## config.mk

```make
export PLATFORM = sky130hd
export DESIGN_NAME = motion_scheduler
export DESIGN_NICKNAME = d
export VERILOG_FILES = /design/src/rtl/motion_scheduler.sv
export SDC_FILE = /design/constraint.sdc
export NUM_CORES = 1
export LEC_CHECK = 0
export CORE_AREA = 4 4 49 51
export DETAILED_ROUTE_END_ITERATION = 12
export DIE_AREA = 0 0 53 55
export PLACE_DENSITY_LB_ADDON = 0.12
export RECOVER_POWER = 25
export SLEW_MARGIN = 20
export SYNTH_ARGS = -nofsm -noshare
export SYNTH_HDL_FRONTEND = slang
export SYNTH_SLANG_ARGS = --single-unit
```

## constraint.sdc

```tcl
create_clock -name clk -period 4.05 [get_ports clk]
set_input_delay 0.405 -clock clk [delete_from_list [all_inputs] [get_ports clk]]
set_output_delay 0.405 -clock clk [all_outputs]
set_load 0.01 [all_outputs]
```

## src/rtl/motion_scheduler.sv

```systemverilog
// Motor step sequencer: turns wall-follower forward/rotate requests into tick-timed motor pulses
// with a settle gap, head-obstacle abort, emergency stop and rotation-loop (stuck) detection.
module motion_scheduler #(
    parameter int unsigned FWD_TICKS    = 4,
    parameter int unsigned ROT_TICKS    = 2,
    parameter int unsigned SETTLE_TICKS = 1,
    parameter int unsigned MAX_ROT      = 4
) (
    input  logic                               clk,
    input  logic                               rst_n,
    input  logic                               tick,
    input  logic                               front_req,
    input  logic                               rotate_req,
    input  logic                               head,
    input  logic                               estop,
    input  logic                               clear,
    output logic                               motor_fwd,
    output logic                               motor_rot,
    output logic                               busy,
    output logic                               step_done,
    output logic                               stuck,
    output logic [$clog2(MAX_ROT + 1) - 1 : 0] rot_count
);

    localparam int unsigned RC_W = $clog2(MAX_ROT + 1);
    localparam int unsigned MAX_FR = (FWD_TICKS > ROT_TICKS) ? FWD_TICKS : ROT_TICKS;
    localparam int unsigned MAX_TICKS = (MAX_FR > SETTLE_TICKS) ? MAX_FR : SETTLE_TICKS;
    // A 1-bit counter is kept even when every duration is a single tick.
    localparam int unsigned CNT_W = (MAX_TICKS > 1) ? $clog2(MAX_TICKS) : 1;

    localparam logic [CNT_W-1:0] FWD_LAST    = CNT_W'(FWD_TICKS - 1);
    localparam logic [CNT_W-1:0] ROT_LAST    = CNT_W'(ROT_TICKS - 1);
    localparam logic [CNT_W-1:0] SETTLE_LAST = CNT_W'(SETTLE_TICKS - 1);
    localparam logic [RC_W-1:0]  ROT_LIMIT   = RC_W'(MAX_ROT);
    localparam logic [RC_W-1:0]  ROT_PRELIM  = RC_W'(MAX_ROT - 1);

    typedef enum logic [2:0] {
        StIdle,
        StFwd,
        StRot,
        StSettle,
        StHalt
    } state_t;

    state_t            state_q, state_d;
    logic [CNT_W-1:0]  cnt_q, cnt_d;
    logic [RC_W-1:0]   rot_d;
    logic              stuck_d;
    logic              done_d;

    always_comb begin
        state_d = state_q;
        cnt_d   = cnt_q;
        rot_d   = rot_count;
        stuck_d = stuck;
        done_d  = 1'b0;

        if (estop) begin
            state_d = StHalt;
            cnt_d   = '0;
        end else begin
            case (state_q)
                StIdle: begin
                    if (rotate_req) begin
                        state_d = StRot;
                    end else if (front_req) begin
                        state_d = StFwd;
                    end
                end
                StFwd: begin
                    // Head obstacle aborts immediately; rot_count is kept for aborted steps.
                    if (head) begin
                        state_d = StSettle;
                        cnt_d   = '0;
                    end else if (tick) begin
                        if (cnt_q == FWD_LAST) begin
                            state_d = StSettle;
                            cnt_d   = '0;
                            rot_d   = '0;
                        end else begin
                            cnt_d = cnt_q + CNT_W'(1);
                        end
                    end
                end
                StRot: begin
                    if (tick) begin
                        if (cnt_q == ROT_LAST) begin
                            cnt_d = '0;
                            if (rot_count == ROT_PRELIM) begin
                                rot_d   = ROT_LIMIT;
                                stuck_d = 1'b1;
                                state_d = StHalt;
                            end else begin
                                rot_d   = rot_count + RC_W'(1);
                                state_d = StSettle;
                            end
                        end else begin
                            cnt_d = cnt_q + CNT_W'(1);
                        end
                    end
                end
                StSettle: begin
                    if (tick) begin
                        if (cnt_q == SETTLE_LAST) begin
                            state_d = StIdle;
                            cnt_d   = '0;
                            done_d  = 1'b1;
                        end else begin
                            cnt_d = cnt_q + CNT_W'(1);
                        end
                    end
                end
                StHalt: begin
                    if (clear) begin
                        state_d = StIdle;
                        cnt_d   = '0;
                        rot_d   = '0;
                        stuck_d = 1'b0;
                    end
                end
                default: begin
                    state_d = StIdle;
                    cnt_d   = '0;
                end
            endcase
        end
    end

    // Outputs are decoded from the next state so they line up with the registered state.
    always_ff @(posedge clk or negedge rst_n) begin
        if (!rst_n) begin
            state_q   <= StIdle;
            cnt_q     <= '0;
            rot_count <= '0;
            stuck     <= 1'b0;
            step_done <= 1'b0;
            motor_fwd <= 1'b0;
            motor_rot <= 1'b0;
            busy      <= 1'b0;
        end else begin
            state_q   <= state_d;
            cnt_q     <= cnt_d;
            rot_count <= rot_d;
            stuck     <= stuck_d;
            step_done <= done_d;
            motor_fwd <= (state_d == StFwd);
            motor_rot <= (state_d == StRot);
            busy      <= (state_d != StIdle);
        end
    end

endmodule

```

After elaboration in Yosys (flattened, before gate mapping)

Index checks and enable logic that the tools add are counted.

Output and inout port bits: 8
Logic and storage cells: 80
Register bits after elaboration: 13

Reduce and logical (&&, ||, !) cells: 8
Bitwise gates (word level): 1
Multiplexer cells: 40
Add/subtract/negate cells: 2
Equality and inequality tests: 21

Operators by type and width:

| operator                                                        | count |
|---|---|
| 3-bit 2-to-1 mux                                                | 19 |
| 2-bit 2-to-1 mux                                                | 9 |
| 2-bit inequality test, second input constant                    | 8 |
| 3-bit one-hot mux with 5 select lines                           | 1 |
| 3-bit by 2-bit == test with 1-bit output, second input constant | 4 |
| 2-bit one-hot mux with 5 select lines                           | 1 |
| 3-bit inequality test, second input constant                    | 3 |
| 3-bit one-hot mux with 3 select lines                           | 1 |
| 1-bit 2-to-1 mux                                                | 8 |
| 8-bit AND reduction                                             | 1 |
| 3-bit by 1-bit == test with 1-bit output, second input constant | 2 |
| 6-bit AND reduction                                             | 1 |
| 3-bit nonzero test                                              | 2 |
| 5-bit AND reduction                                             | 1 |
| 4-bit inequality test, second input constant                    | 1 |
| 3-bit by 1-bit adder with 3-bit output, second input constant   | 1 |
| 3-bit == test, second input constant                            | 1 |
| 3-bit logical NOT                                               | 1 |
| 2-bit by 1-bit adder with 2-bit output, second input constant   | 1 |
| 2-bit by 1-bit == test with 1-bit output, second input constant | 1 |
| 2-bit == test, second input constant                            | 1 |
| 2-bit logical NOT                                               | 1 |
| 1-bit one-hot mux with 2 select lines                           | 1 |
| 2-bit nonzero test                                              | 1 |
| 1-bit NOT                                                       | 1 |

Logic depth before layout (Yosys ltp)

Gate-level depths: netlist (run 1).

Word-level depth: 7
Depth in mapped cells: 6

Worst setup path before layout (run 1)

No wires, ideal clock.

Kind: register -> register
Start: reg cnt_q[1]
End: reg busy
Arrival: 1561 ps
Buffers on the path: 0
Library setup time: 139 ps
Slack: 2351 ps
Required time: 3911 ps
Cell stages (with the launch flop): 7
Cells stage by stage: dfrtp_1 -> inv_1 -> ha_1 -> and3_1 -> nor4_1 -> o31a_1 -> or4b_1

Longest elaborated chain between the ends: 7

RTL lines:

| item                                    | line | RTL |
|---|---|---|
| start: declaration                      | 46   | `logic [CNT_W-1:0] cnt_q, cnt_d;` |
| start signal: assignment                | 142  | `cnt_q <= cnt_d;` |
| 2-bit == test                           | 76   | `if (cnt_q == FWD_LAST) begin` |
| 3-bit 2-to-1 mux                        | 76   |  |
| 3-bit 2-to-1 mux                        | 75   | `end else if (tick) begin` |
| 3-bit 2-to-1 mux                        | 72   | `if (head) begin` |
| 3-bit one-hot mux with 5 select lines * | 62   | `case (state_q)` |
| 3-bit 2-to-1 mux *                      | 58   | `if (estop) begin` |
| named net state_d[1]                    | 45   | `state_t state_q, state_d;` |
| 3-bit nonzero test *                    | 148  | `busy <= (state_d != StIdle);` |
| end signal: assignment                  | 148  |  |
| end: declaration                        | 19   | `output logic busy,` |

The timed path passes the listed nets; every way through them passes the cells marked *.
A chain may end at the register's enable or synchronous reset.

Worst setup path in the final report (run 1)

Start: in tick
End: reg busy

Longest elaborated chain between the ends: 5

RTL lines:

| item                                    | line | RTL |
|---|---|---|
| start: declaration                      | 11   | `input logic tick,` |
| 3-bit 2-to-1 mux                        | 75   |  |
| 3-bit 2-to-1 mux                        | 72   |  |
| 3-bit one-hot mux with 5 select lines * | 62   |  |
| 3-bit 2-to-1 mux *                      | 58   |  |
| named net state_d[1]                    | 45   |  |
| 3-bit nonzero test *                    | 148  |  |

Marks and branches as above.

==> out/qor.txt, run 1 <==
status: finished, final reports clean
Setup Skew: 13.1 ps
Fin Setup TNS: 0 ps
Worst setup EP type: flip-flop
Power Density: 254 nW/um^2
vias per cell: 5.32
cts hold-fix bufs: 0
number of fill cells: 194
main combinational cell family by area after synthesis: simple AND/OR/NAND/NOR gates
most frequent cell after synthesis: dfrtp_1
Min Hold Slack: 507 ps
layout cells sized above 1: 6.60%
Post-synth top cells: dfrtp_1, nand2_1, ha_1
Max-Cap Viols: 0
Post-synth EDFFs: 0
XOR/XNOR share of the synthesized area: 1.01%
CP Data Arrival Time: 2040 ps
WL per Instance: 12.7 um
Detail Route Antenna Nets: 0
sequential area share after synthesis: 37.7%
CP Max Fanout: 8
hpwl dp: 1280 um
gr ovfl total: 0
Syn Nets: 106
Clock transition at path regs: 90 ps
largest net degree at the start of global routing: 15
Syn Inst Count: 90
async set-reset flop share out of synthesis: 100%
CP max-delay cell: clkdlybuf4s50_1
worst-path cell chain: clkdlybuf4s50_1, and3_1, nor4_1, o31a_1, or4b_1
CTS tree: built
initial antenna violation count: 0
fin nets: 123
startpoint type of the worst setup path: input pin
mean post-synth cell area: 9.59 sq um
share of the synthesized area in the top cell type: 37.7%
Post-Synth Adder-Cell Area: 11.6%
Syn. warnings: 0
drt pass-1 iters: 4
Peak Freq: 527 MHz
I/O pin count: 16
Core ar.: 1940 sq um
fin crit period: 1900 ps
Inserted Diodes: 0
vias post-DR: 707
normalized max-slew margin: 58.7%
count of buffers from port buffering: 15
DRT Wirelength: 1690 um
Synth Register Bits: 13
Yosys top cell by area: dfrtp_1
number of global-route vias before repair: 663
crit-path max cell delay: 610 ps
Synth area leaders: dfrtp_1, ha_1, nand2_1
die area: 2920 sq um
Synth Area in Simple Gates: 25.7%
measured slew at the worst slew-check pin: 617 ps
clock root buffer: clkbuf_4
final period utilization: 46.8%
Static Leak: 0.453 nW
final hold vios: 0
clk buf depth: 2
post-CTS resize count: 0
post-synth cell types: 39
first-pass GRT wire length: 2990 um
Initial Utilization: 44.5%
TritonCTS Buffers: 3
Crit Path Class: in2reg
CP required: 4190 ps
starting DRC count in detailed routing: 7
worst hold path type: reg2reg
H-tree levels: 1
Post-route DRC: 0
clk_lat worst skew: 280 ps
Final GP Congestion: 0.811
Post-CTS Setup Bufs: 0
Synth Area in Compound Gates: 16.1%
Main synth FF type: dfrtp_1
Die X: 53 um
Rows: 16
Slew Viols, Final: 0
Tot GR Track Use: 14.1%
RSZ-0062 raised after global routing: no
post-synthesis mux area share: 3.77%
Max VDD drop: 201 uV
clock tree sinks: 13
synthesized cell area: 863 sq um
Area growth syn-to-layout: 22.3%
Final setup viols: 0
Chip Height: 55 um
registers in the layout, indices dropped and copies added (netlist names):
signal and cells:
rot_count 3, state_q 3, cnt_q 2, busy 1
motor_fwd 1, motor_rot 1, step_done 1, stuck 1
final timing paths:
| path | from | endpoint | slack [ps] | depth (start not counted) |
|---|---|---|---|---|
| setup / recovery | tick | busy | 2150 | 5 |
| hold / removal | stuck | stuck | 510 | 1 |
| setup reg to reg | state_q[0] | rot_count[2] | 2180 | 4 |
| hold reg to reg | stuck | stuck | 510 | 1 |
| max in group asynchronous | rst_n | state_q[0] | 3070 | 1 |
| min in group asynchronous | rst_n | stuck | 570 | 1 |
logic make-up after synthesis:
group	after synthesis
AOI/OAI and AO/OA	18
xor gates and xnor gates	1
adders and majority gates	8
buffers and inverters	8
DFF	13
muxes	3
and+or+nand+nor	39
power breakdown:
group          internal (mW)  switching (mW)
clock network         0.0382          0.0414
logic                 0.0243          0.0220
registers              0.134         0.00836
routing by layer:
metal / wire length [um] / share of wire, % / vias to the layer above / GRT usage (%)
met3: 73 / 4.3 / 2 / 4.83
met2: 761 / 45 / 13 / 22.7
met5: 0 / 0 / - / 0
met4: 7 / 0.41 / 0 / 2.55
met1: 849 / 50 / 334 / 18.5
li1: - / - / 358 / -
per-stage QoR:
step	setup WS, ps	power, mW	std cells	utilization, %	instance area (sq um)
floorplan	2350	0.171	90	-	863
global placement	1890	0.192	129	53.0	1030
detailed placement	1880	0.192	129	53.0	1030
CTS	2170	0.272	133	54.4	1060
global route	2060	0.286	133	54.4	1060
finish	2150	0.268	133	54.4	1060
critical path: cells and delay by family:
kind                   cells  cell delay (ps)
AO/OA/AOI/OAI              1              320
buffers and inverters      1              610
AND/OR/NAND/NOR            3              710
cell usage in the layout, fill, tap and decap left out, types with 2 or more instances in the layout:
cell | netlist | layout
mux2_1 | 2 | 2
dfrtp_1 | 13 | 13
nor2b_1 | 3 | 3
nand2_1 | 10 | 10
ha_1 | 8 | 8
nor3_1 | 5 | 5
nand3b_1 | 2 | 2
clkdlybuf4s50_1 | 0 | 14
clkbuf_4 | 0 | 3
nor2_1 | 6 | 6
a21oi_1 | 4 | 4
inv_1 | 5 | 5
o21ai_0 | 3 | 3
cell type report:
cell class / count / area [sq um] / area share (%)
inverter: 5 / 18.8 / 1.78
clock buffer: 4 / 26.3 / 2.49
multi-input combinational: 69 / 502 / 47.5
tap: 27 / 33.8 / 3.20
sequential: 13 / 325 / 30.8
timing repair buffer: 15 / 150 / 14.2
(Power assumes the default switching activity.)
==> inputs of run 2 (changes only) <==
Clock period 4.05 ns to 1.7 ns, I/O delays scaled along.
==> out/qor.txt, run 2 (synthesis results as in run 1) <==
hpwl dp: 1640 um (was 1280 um)
Power Density: 530 nW/um^2 (was 254 nW/um^2)
cts hold-fix bufs: 0 (unchanged)
Detail Route Antenna Nets: 0 (unchanged)
WL per Instance: 13.6 um (was 12.7 um)
Min Hold Slack: 341 ps (was 507 ps)
CTS tree: built (unchanged)
Core ar.: 1940 sq um (unchanged)
Post-route DRC: 0 (unchanged)
measured slew at the worst slew-check pin: 622 ps (was 617 ps)
vias per cell: 5.17 (was 5.32)
Rows: 16 (unchanged)
Slew Viols, Final: 0 (unchanged)
clock tree sinks: 13 (unchanged)
Clock transition at path regs: 80 ps (was 90 ps)
first-pass GRT wire length: 3550 um (was 2990 um)
worst hold path type: in2async (was reg2reg)
Inserted Diodes: 0 (unchanged)
Static Leak: 0.600 nW (was 0.453 nW)
Fin Setup TNS: -63.9 ps (was 0 ps)
top sig layer: met4 (unchanged)
Post-Layout Inst Area: 1310 sq um (was 1060 sq um)
total power: 0.695 mW (was 0.268 mW)
CP Data Arrival Time: 1910 ps (was 2040 ps)
count of buffers from port buffering: 15 (unchanged)
final worst slack: -63.9 ps (was 2150 ps)
drt pass-1 iters: 4 (unchanged)
final period utilization: 104%
Initial Utilization: 44.5% (unchanged)
Crit Path Class: reg2reg (was in2reg)
RSZ-0062 raised after global routing: yes (was no)
CP max-delay cell: dfrtp_2 (was clkdlybuf4s50_1)
H-tree levels: 1 (unchanged)
Worst setup EP type: flip-flop (unchanged)
Max-Cap Viols: 0 (unchanged)
number of global-route vias before repair: 824 (was 663)
Chip Height: 55 um (unchanged)
final core utilization: 67.5% (was 54.4%)
Tot GR Track Use: 17.0% (was 14.1%)
CP required: 1850 ps (was 4190 ps)
Post-Layout Cell Count: 162 (was 133)
initial antenna violation count: 0 (unchanged)
Setup Skew: 5.57 ps (was 13.1 ps)
crit-path max cell delay: 460 ps (was 610 ps)
Final setup viols: 1 (was 0)
DRT Wirelength: 2210 um (was 1690 um)
most common cell after layout, fill and taps aside: buf_4 (was clkdlybuf4s50_1)
TritonCTS Buffers: 3 (unchanged)
clk_lat worst skew: 280 ps (about the same)
Largest regs: rot_count x3, state_q x3, cnt_q x2 (unchanged)
clock root buffer: clkbuf_4 (unchanged)
startpoint type of the worst setup path: flip-flop (was input pin)
Area growth syn-to-layout: 51.9% (was 22.3%)
most frequent cells in the layout: buf_4, clkdlybuf4s50_1, dfrtp_1 (was clkdlybuf4s50_1, dfrtp_1, nand2_1)
starting DRC count in detailed routing: 9 (was 7)
status: complete, but fails checks (was finished, final reports clean)
dpl ws: -168 ps (was 1880 ps)
DRT met1 WL: 1020 um (was 849 um)
gr ovfl total: 0 (unchanged)
wire length on met3: 98 um (was 73 um)
Max VDD drop: 372 uV (was 201 uV)
vias post-DR: 837 (was 707)
I/O pin count: 16 (unchanged)
fin nets: 152 (was 123)
largest net degree at the start of global routing: 14 (was 15)
met2 WL: 1040 um (was 761 um)
Die X: 53 um (unchanged)
Final GP Congestion: 0.830 (was 0.811)
failing checks: negative setup slack
final hold vios: 0 (unchanged)
Peak Freq: 567 MHz
worst-path cell chain: ha_2, a21oi_2, o22ai_2, o31a_1, or4b_1 (was clkdlybuf4s50_1, and3_1, nor4_1, o31a_1, or4b_1)
Placed Instances: 151 (was 129)
total placed instance area: 1190 sq um (was 1030 sq um)
fin crit period: 1760 ps
normalized max-slew margin: 58.4% (was 58.7%)
CP Max Fanout: 4 (was 8)
clk buf depth: 2 (unchanged)
layout cells sized above 1: 34.8% (was 6.60%)
die area: 2920 sq um (unchanged)
## run 2: cell count changes in the layout (fill, tap and decap cells not counted), sizes merged
cell and change:
buf +29
## run 2: layout make-up
class,count,area (sq um)
tap,27,33.8
inverter,5,18.8
fill,160,631
sequential,13,327
timing repair buffer,44,368
clock buffer,4,26.3
multi-input combinational,69,538
## run 2: final timing paths
check,start,slack (ps),endpoint,depth (start not counted)
max,cnt_q[0],-60,busy,5
min,rst_n,340,step_done,1
max reg2reg,cnt_q[0],-60,busy,5
min reg2reg,stuck,500,stuck,1
max in group asynchronous,rst_n,920,cnt_q[0],1
min in group clk,stuck,500,stuck,1
## run 2: metal layers
| metal | global-route usage (%) | vias to the layer above |
|---|---|---|
| met5 | 0 | - |
| met4 | 9.79 | 0 |
| met3 | 3.22 | 6 |
| met2 | 28.5 | 20 |
| met1 | 20.5 | 396 |
| li1 | - | 415 |
## run 2: report_power, final
part,switching [mW],total [mW],internal [mW]
Clock,0.104,0.195,0.0909
Sequential,0.00640,0.326,0.319
Combinational,0.0800,0.174,0.0943
Total,0.191,0.695,0.504
## run 2: timing repair
action,CTS,global route
buffers inserted,6,1
setup endpoints to repair,2,5
pin swaps,6,1
endpoints found under the hold margin,0,0
gates resized for setup,5,7
## run 2: critical path: cells and delay by family (launching register included)
family,cells,cell delay (ps)
DFF,1,460
and+or+nand+nor,1,460
adders and majority gates,1,200
AOI/OAI and AO/OA,3,510
